<file path="src/rtl/mc_ctrl_fsm_if.sv">
// Control/status bundle between the multi-cycle sequencer (master) and the
// datapath plus memory side (slave).
interface mc_ctrl_fsm_if #(
   parameter int CNT_W = 32
);
   logic [5:0]       opcode;
   logic [5:0]       funct;
   logic             br_cond;
   logic             imem_ack;
   logic             dmem_ack;
   logic [2:0]       state;
   logic             imem_req;
   logic             dmem_req;
   logic             dmem_we;
   logic             ir_we;
   logic             pc_we;
   logic [1:0]       pc_sel;
   logic             reg_we;
   logic             illegal;
   logic [CNT_W-1:0] retired;

   modport master (
      input  opcode, funct, br_cond, imem_ack, dmem_ack,
      output state, imem_req, dmem_req, dmem_we, ir_we, pc_we, pc_sel,
             reg_we, illegal, retired
   );

   modport slave (
      output opcode, funct, br_cond, imem_ack, dmem_ack,
      input  state, imem_req, dmem_req, dmem_we, ir_we, pc_we, pc_sel,
             reg_we, illegal, retired
   );
endinterface

</file>
<file path="src/rtl/mc_ctrl_fsm.sv">
// Multi-cycle MIPS sequencer: walks each instruction through FETCH/DECODE/
// EXEC/MEM/WB, issues datapath enables and counts retired instructions.
module mc_ctrl_fsm #(
   parameter int CNT_W = 32
) (
   input  logic          clk,
   input  logic          reset,
   mc_ctrl_fsm_if.master bus
);
   typedef enum logic [2:0] {
      S_FETCH  = 3'd0,
      S_DECODE = 3'd1,
      S_EXEC   = 3'd2,
      S_MEM    = 3'd3,
      S_WB     = 3'd4
   } state_t;

   localparam logic [5:0] OP_RTYPE = 6'h00, OP_J   = 6'h02, OP_JAL = 6'h03,
                          OP_BEQ   = 6'h04, OP_BNE = 6'h05, OP_BGTZ = 6'h07,
                          OP_ORI   = 6'h0d, OP_LUI = 6'h0f,
                          OP_LB    = 6'h20, OP_LH  = 6'h21, OP_LW  = 6'h23,
                          OP_SB    = 6'h28, OP_SH  = 6'h29, OP_SW  = 6'h2b;
   localparam logic [5:0] F_SLL = 6'h00, F_SLLV = 6'h04, F_JR  = 6'h08,
                          F_JALR = 6'h09, F_ADD = 6'h20, F_SUB = 6'h22,
                          F_SLT = 6'h2a, F_SLTU = 6'h2b;

   state_t           state_q, state_d;
   logic [CNT_W-1:0] retired_q, retired_d;

   logic is_rtype, is_alu, is_jr, is_jalr, is_j, is_jal, is_br;
   logic is_load, is_store, supported;

   always_comb begin
      is_rtype  = (bus.opcode == OP_RTYPE);
      is_alu    = (is_rtype && (bus.funct inside {F_ADD, F_SUB, F_SLL, F_SLLV, F_SLT, F_SLTU}))
                  || (bus.opcode == OP_LUI) || (bus.opcode == OP_ORI);
      is_jr     = is_rtype && (bus.funct == F_JR);
      is_jalr   = is_rtype && (bus.funct == F_JALR);
      is_j      = (bus.opcode == OP_J);
      is_jal    = (bus.opcode == OP_JAL);
      is_br     = bus.opcode inside {OP_BEQ, OP_BNE, OP_BGTZ};
      is_load   = bus.opcode inside {OP_LW, OP_LH, OP_LB};
      is_store  = bus.opcode inside {OP_SW, OP_SH, OP_SB};
      supported = is_alu | is_jr | is_jalr | is_j | is_jal | is_br | is_load | is_store;
   end

   logic       imem_req, dmem_req, dmem_we, ir_we, pc_we, reg_we, illegal, retire;
   logic [1:0] pc_sel;

   always_comb begin
      state_d  = state_q;
      retire   = 1'b0;
      imem_req = 1'b0;
      dmem_req = 1'b0;
      dmem_we  = 1'b0;
      ir_we    = 1'b0;
      pc_we    = 1'b0;
      pc_sel   = 2'b00;
      reg_we   = 1'b0;
      illegal  = 1'b0;
      case (state_q)
         S_FETCH: begin
            imem_req = 1'b1;
            if (bus.imem_ack) begin
               ir_we   = 1'b1;
               pc_we   = 1'b1;
               state_d = S_DECODE;
            end
         end
         S_DECODE: begin
            if (supported) begin
               state_d = S_EXEC;
            end else begin
               illegal = 1'b1;
               state_d = S_FETCH;
            end
         end
         S_EXEC: begin
            if (is_br) begin
               pc_we   = bus.br_cond;
               pc_sel  = 2'b01;
               state_d = S_FETCH;
               retire  = 1'b1;
            end else if (is_j || is_jr) begin
               pc_we   = 1'b1;
               pc_sel  = is_j ? 2'b10 : 2'b11;
               state_d = S_FETCH;
               retire  = 1'b1;
            end else if (is_jal || is_jalr) begin
               // Link value (PC+4) was already captured in FETCH, so the
               // PC can be overwritten here before WB writes the link.
               pc_we   = 1'b1;
               pc_sel  = is_jal ? 2'b10 : 2'b11;
               state_d = S_WB;
            end else if (is_load || is_store) begin
               state_d = S_MEM;
            end else begin
               state_d = S_WB;
            end
         end
         S_MEM: begin
            dmem_req = 1'b1;
            dmem_we  = is_store;
            if (bus.dmem_ack) begin
               state_d = is_store ? S_FETCH : S_WB;
               retire  = is_store;
            end
         end
         S_WB: begin
            reg_we  = 1'b1;
            state_d = S_FETCH;
            retire  = 1'b1;
         end
         default: state_d = S_FETCH;
      endcase
   end

   always_comb begin
      retired_d = retired_q;
      if (retire) retired_d = retired_q + CNT_W'(1);
   end

   always_ff @(posedge clk or posedge reset) begin
      if (reset) begin
         state_q   <= S_FETCH;
         retired_q <= '0;
      end else begin
         state_q   <= state_d;
         retired_q <= retired_d;
      end
   end

   // Strobes are forced low for the whole time reset is held, not just at edges.
   assign bus.state    = state_q;
   assign bus.imem_req = imem_req & ~reset;
   assign bus.dmem_req = dmem_req & ~reset;
   assign bus.dmem_we  = dmem_we  & ~reset;
   assign bus.ir_we    = ir_we    & ~reset;
   assign bus.pc_we    = pc_we    & ~reset;
   assign bus.pc_sel   = reset ? 2'b00 : pc_sel;
   assign bus.reg_we   = reg_we   & ~reset;
   assign bus.illegal  = illegal  & ~reset;
   assign bus.retired  = retired_q;
endmodule
</file>
<file path="src/flat_wrapper.sv">
// flat-port wrapper written by rule: the top's interface ports become plain ports
module mc_ctrl_fsm_flat 
#(
   parameter int CNT_W = 32
)
  (clk, reset, bus_opcode, bus_funct, bus_br_cond, bus_imem_ack, bus_dmem_ack, bus_state, bus_imem_req, bus_dmem_req, bus_dmem_we, bus_ir_we, bus_pc_we, bus_pc_sel, bus_reg_we, bus_illegal, bus_retired);
  mc_ctrl_fsm_if #(.CNT_W(CNT_W)) bus_i ();
  input  logic clk;
  input  logic reset;
  input wire logic [$bits(bus_i.opcode)-1:0] bus_opcode;
  input wire logic [$bits(bus_i.funct)-1:0] bus_funct;
  input wire logic [$bits(bus_i.br_cond)-1:0] bus_br_cond;
  input wire logic [$bits(bus_i.imem_ack)-1:0] bus_imem_ack;
  input wire logic [$bits(bus_i.dmem_ack)-1:0] bus_dmem_ack;
  output wire logic [$bits(bus_i.state)-1:0] bus_state;
  output wire logic [$bits(bus_i.imem_req)-1:0] bus_imem_req;
  output wire logic [$bits(bus_i.dmem_req)-1:0] bus_dmem_req;
  output wire logic [$bits(bus_i.dmem_we)-1:0] bus_dmem_we;
  output wire logic [$bits(bus_i.ir_we)-1:0] bus_ir_we;
  output wire logic [$bits(bus_i.pc_we)-1:0] bus_pc_we;
  output wire logic [$bits(bus_i.pc_sel)-1:0] bus_pc_sel;
  output wire logic [$bits(bus_i.reg_we)-1:0] bus_reg_we;
  output wire logic [$bits(bus_i.illegal)-1:0] bus_illegal;
  output wire logic [$bits(bus_i.retired)-1:0] bus_retired;
  assign bus_i.opcode = bus_opcode;
  assign bus_i.funct = bus_funct;
  assign bus_i.br_cond = bus_br_cond;
  assign bus_i.imem_ack = bus_imem_ack;
  assign bus_i.dmem_ack = bus_dmem_ack;
  assign bus_state = bus_i.state;
  assign bus_imem_req = bus_i.imem_req;
  assign bus_dmem_req = bus_i.dmem_req;
  assign bus_dmem_we = bus_i.dmem_we;
  assign bus_ir_we = bus_i.ir_we;
  assign bus_pc_we = bus_i.pc_we;
  assign bus_pc_sel = bus_i.pc_sel;
  assign bus_reg_we = bus_i.reg_we;
  assign bus_illegal = bus_i.illegal;
  assign bus_retired = bus_i.retired;
  mc_ctrl_fsm #(.CNT_W(CNT_W)) u_core (.clk(clk), .reset(reset), .bus(bus_i));
endmodule
</file>
<file path="config.mk">
export PLATFORM = sky130hd
export DESIGN_NAME = mc_ctrl_fsm_flat
export DESIGN_NICKNAME = d
export VERILOG_FILES = /design/src/rtl/mc_ctrl_fsm_if.sv /design/src/rtl/mc_ctrl_fsm.sv /design/src/flat_wrapper.sv
export SDC_FILE = /design/constraint.sdc
export NUM_CORES = 1
export LEC_CHECK = 0
export CORE_AREA = 3 3 71 73
export DETAILED_ROUTE_END_ITERATION = 6
export DIE_AREA = 0 0 74 76
export GPL_TIMING_DRIVEN = 0
export PLACE_DENSITY = 0.75
export SLEW_MARGIN = 0
export SYNTH_ARGS = -nofsm -noshare
export SYNTH_HDL_FRONTEND = slang
export SYNTH_SLANG_ARGS = --single-unit
</file>
<file path="constraint.sdc">
create_clock -name clk -period 2.2 [get_ports clk]
set_clock_uncertainty 0.05 [all_clocks]
set_input_delay 0.44 -clock clk [delete_from_list [all_inputs] [get_ports clk]]
set_output_delay 0.44 -clock clk [all_outputs]
set_load 0.1 [all_outputs]
</file>
==> impl_results.md, run 1 <==
* FP Rows at 24
* Reg2Reg Depth at 7
* Die width at roughly 74 µm
* Vias at roughly 1,800
* Initial antenna violation count at 0
* Most frequent cells in the layout: dlygate4sd2_1, xnor2_1, dfrtp_2
* Layout cells sized above 1 at about a third
* P&R area growth vs syn at 49.01%
* CTS Hold Buffers Added at 0
* Nets@finish at 294
* Via/cell ratio at 5.438
* Pleak at 1.309 nW
* Tmin final at 2.182 ns
* Critical-path top delay cell: dfrtp_4
* Leading cell type in the layout, fill and taps excluded: dlygate4sd2_1
* Final hold vios at 0
* DR iter-0 viols at roughly 80
* Grt total ovfl at 0
* Design Area, Final at 2929 µm²
* Max incr delay on CP at 0.52 ns
* Buffers on Ports at between 50 and 60
* Final Cycle Share at between 90% and 100%
* Synth Register Bits at 35
* # setup viols final at 0
* Largest net degree at the start of global routing at 19
* Least-Margin Pin Slew at 0.9752 ns
* Max Cap Violations at 0
* Worst slew margin at around a third
* DR WL met2 at approximately 2300 µm
* CP Data Arrival Time at 1.69 ns
* Max FO, Critical Path at 6
* Fmax at roughly 460 MHz
* Placed inst area at 2769 µm²
* Clock power frac at a little under a quarter
* P per Cell Area at 702.2 nW/µm²
* Die area at roughly 5600 µm²
* Worst setup EP type: primary output
* Die height at ~76 µm
* Root Driver: clkbuf_8
* Residual DRC count at 0
* Post-Syn Instances at around 200
* Crit path launch type: flip-flop
* Distinct cells, synth at 39
* CTS tree: done
* Final HPWL DP at around 3600 µm
* Hold Path Class: in2async
* Total Routed Length at approximately 5000 µm
* Net switching power at a little under 900 µW
* Reg clk slew, reported paths at 0.07 ns
* Routed Antenna Nets at 0
* Final Util at around two thirds
* Clock Path Buffers at 2
* I/O pin total at 61
* Gr usage total at roughly a fifth
* Synthesized area at slightly below 2000 µm²
* Syn nets at 220
* First-pass GRT wire length at just under 9000 µm
* Hold slack at roughly 0.34 ns
* Switching Fraction at a little over two fifths
* Clk sink count at 35
* Pins over their slew limit at 0
* First-pass DRT Iterations at 4
* Core footprint at 4414 µm²
* EDFF count, synth at 0
* Setup TNS at 0 ns
* VDD IR-drop max at approximately 410 µV
* Sequential share of the synthesized area at 44.56%
* Htree depth at 2
* CP Data Required Time at 1.71 ns
* WL/cell at roughly 15 µm
* Met1 WL at around 2400 µm
* Antenna Cells at 0
* Reg power frac at 37.2%
* Worst-Skew Late Latency at about 0.28 ns
* Internal at between 1 and 1.5 mW
* Synthesized area per cell at roughly 9.7 µm²
* Metal3 WL at 285 µm
* Worst-path cell chain: nor3b_4, nand2_2, nor4_4, buf_6
* Kind of critical path: reg2out
* Uppermost layer routed: met4
* Status: completed
* Vias in the first global route at between 1,500 and 2,000
* RSZ-0062 raised after global routing: true
* Synth async-reset ratio at 100.0%
* RR Endpoint: u_core.bus.retired[30]$_DFFE_PP0P_
* Total CTS buffers at 5
* Primary FF master, synth: dfrtp_1
* R2R setup slack at between 0.2 and 0.25 ns
* Initial Util at between 40% and 50%
* Routability congestion estimate at 0.8342
* Synth warnings at 0
* R2r startpoint: u_core.bus.state[2]$_DFFE_PP0P_
* Share of power burned in combinational logic at roughly two fifths
[cell families (layout without fill, tap and decap cells)]
logic type	after synthesis	in the layout	synth area share, %
compound gates	15	15	6.048
xor+xnor	33	33	14.70
fa+ha+maj	1	1	0.6364
buf+inv	14	89	4.646
flops	35	35	44.56
mux	2	2	1.082
simple gates	102	102	28.33
[per-layer routing]
metal	up-vias	global-route usage (%)
li1	868	-
met2	56	29.08
met4	0	5.072
met1	860	27.59
met3	5	4.354
met5	-	0
[timing repair]
item                       in CTS  in global routing
setup endpoints to repair      75                  7
buffers inserted                6                  5
resized for setup             123                 23
cloned                          1                  0
pin swaps                      11                 10
[synth_stat cells (all sizes together) (2+ instances only)]
| master | count | share of area (%) |
|---|---|---|
| dfrtp | 35 | 45 |
| xnor2 | 30 | 13 |
| nor2 | 19 | 3.6 |
| nand3 | 16 | 4.1 |
| nand2 | 14 | 2.7 |
| nand4 | 14 | 4.5 |
| and3 | 11 | 3.5 |
| buf | 6 | 3.1 |
| inv | 5 | 0.95 |
| nor4 | 5 | 1.9 |
| a21oi | 4 | 1.0 |
| and2 | 4 | 1.3 |
| and4 | 4 | 1.8 |
| nor3 | 4 | 1.0 |
| clkbuf | 3 | 0.57 |
| nand2b | 3 | 0.95 |
| xor2 | 3 | 1.3 |
| nand4b | 2 | 0.89 |
| o21ai | 2 | 0.51 |
[flip-flops by register name (all words and copies together) (netlist names)]
register and count:
u_core.bus.retired 32, u_core.bus.state 3
[how the worst max path moves through the flow]
stage                     slack (ns)                       startpoint             to
final                           0.02  u_core.bus.state[0]$_DFFE_PP0P_  bus_pc_sel[1]
after global routing           -0.06  u_core.bus.state[0]$_DFFE_PP0P_  bus_pc_sel[1]
after CTS                      -0.09  u_core.bus.state[2]$_DFFE_PP0P_  bus_pc_sel[1]
after detailed placement       -1.81                            reset  bus_pc_sel[1]
after global placement         -1.82                            reset  bus_pc_sel[1]
after floorplan                -1.12  u_core.bus.state[1]$_DFFE_PP0P_      bus_pc_we
[final cells by class]
class	count	area, µm²
repair buffers	69	603.1
clock buffers	7	86.33
multi-input cells	153	1167
plain buffers	6	61.31
flip-flops and latches	35	913.4
inverters	5	22.52
fillers	371	1485
clock inverters	1	5.005
well taps	52	65.06
repair inverters	1	5.005
[power by group through the flow]
stage          Clock [mW]  Combinational [mW]  Sequential [mW]
2_1_floorplan           0               0.325             1.06
3_3_place_gp            0               0.811            0.759
3_5_place_dp            0               0.818            0.761
4_1_cts             0.489               0.837            0.748
5_1_grt             0.523               0.865            0.773
6_report            0.468               0.823            0.766
[metrics by stage]
step | total power [mW] | setup WS [ns] | cells
floorplan | 1.382 | -1.124 | 202
global placement | 1.570 | -1.820 | 312
detailed placement | 1.579 | -1.814 | 312
CTS | 2.074 | -0.09036 | 327
global route | 2.160 | -0.06167 | 329
finish | 2.057 | 0.01807 | 329
[critical path: cells and delay by family (launching register included)]
| family | cells | cell delay (ns) |
|---|---|---|
| buf+inv | 1 | 0.26 |
| flops | 1 | 0.52 |
| simple gates | 3 | 0.64 |
Power figures use the tool's default switching activity.
==> run 2: changes to the inputs <==
Settings changed: CTS_CLUSTER_SIZE set to 16.
==> results of run 2 <==
Final layout, timing and power as in run 1 (identical DEF).
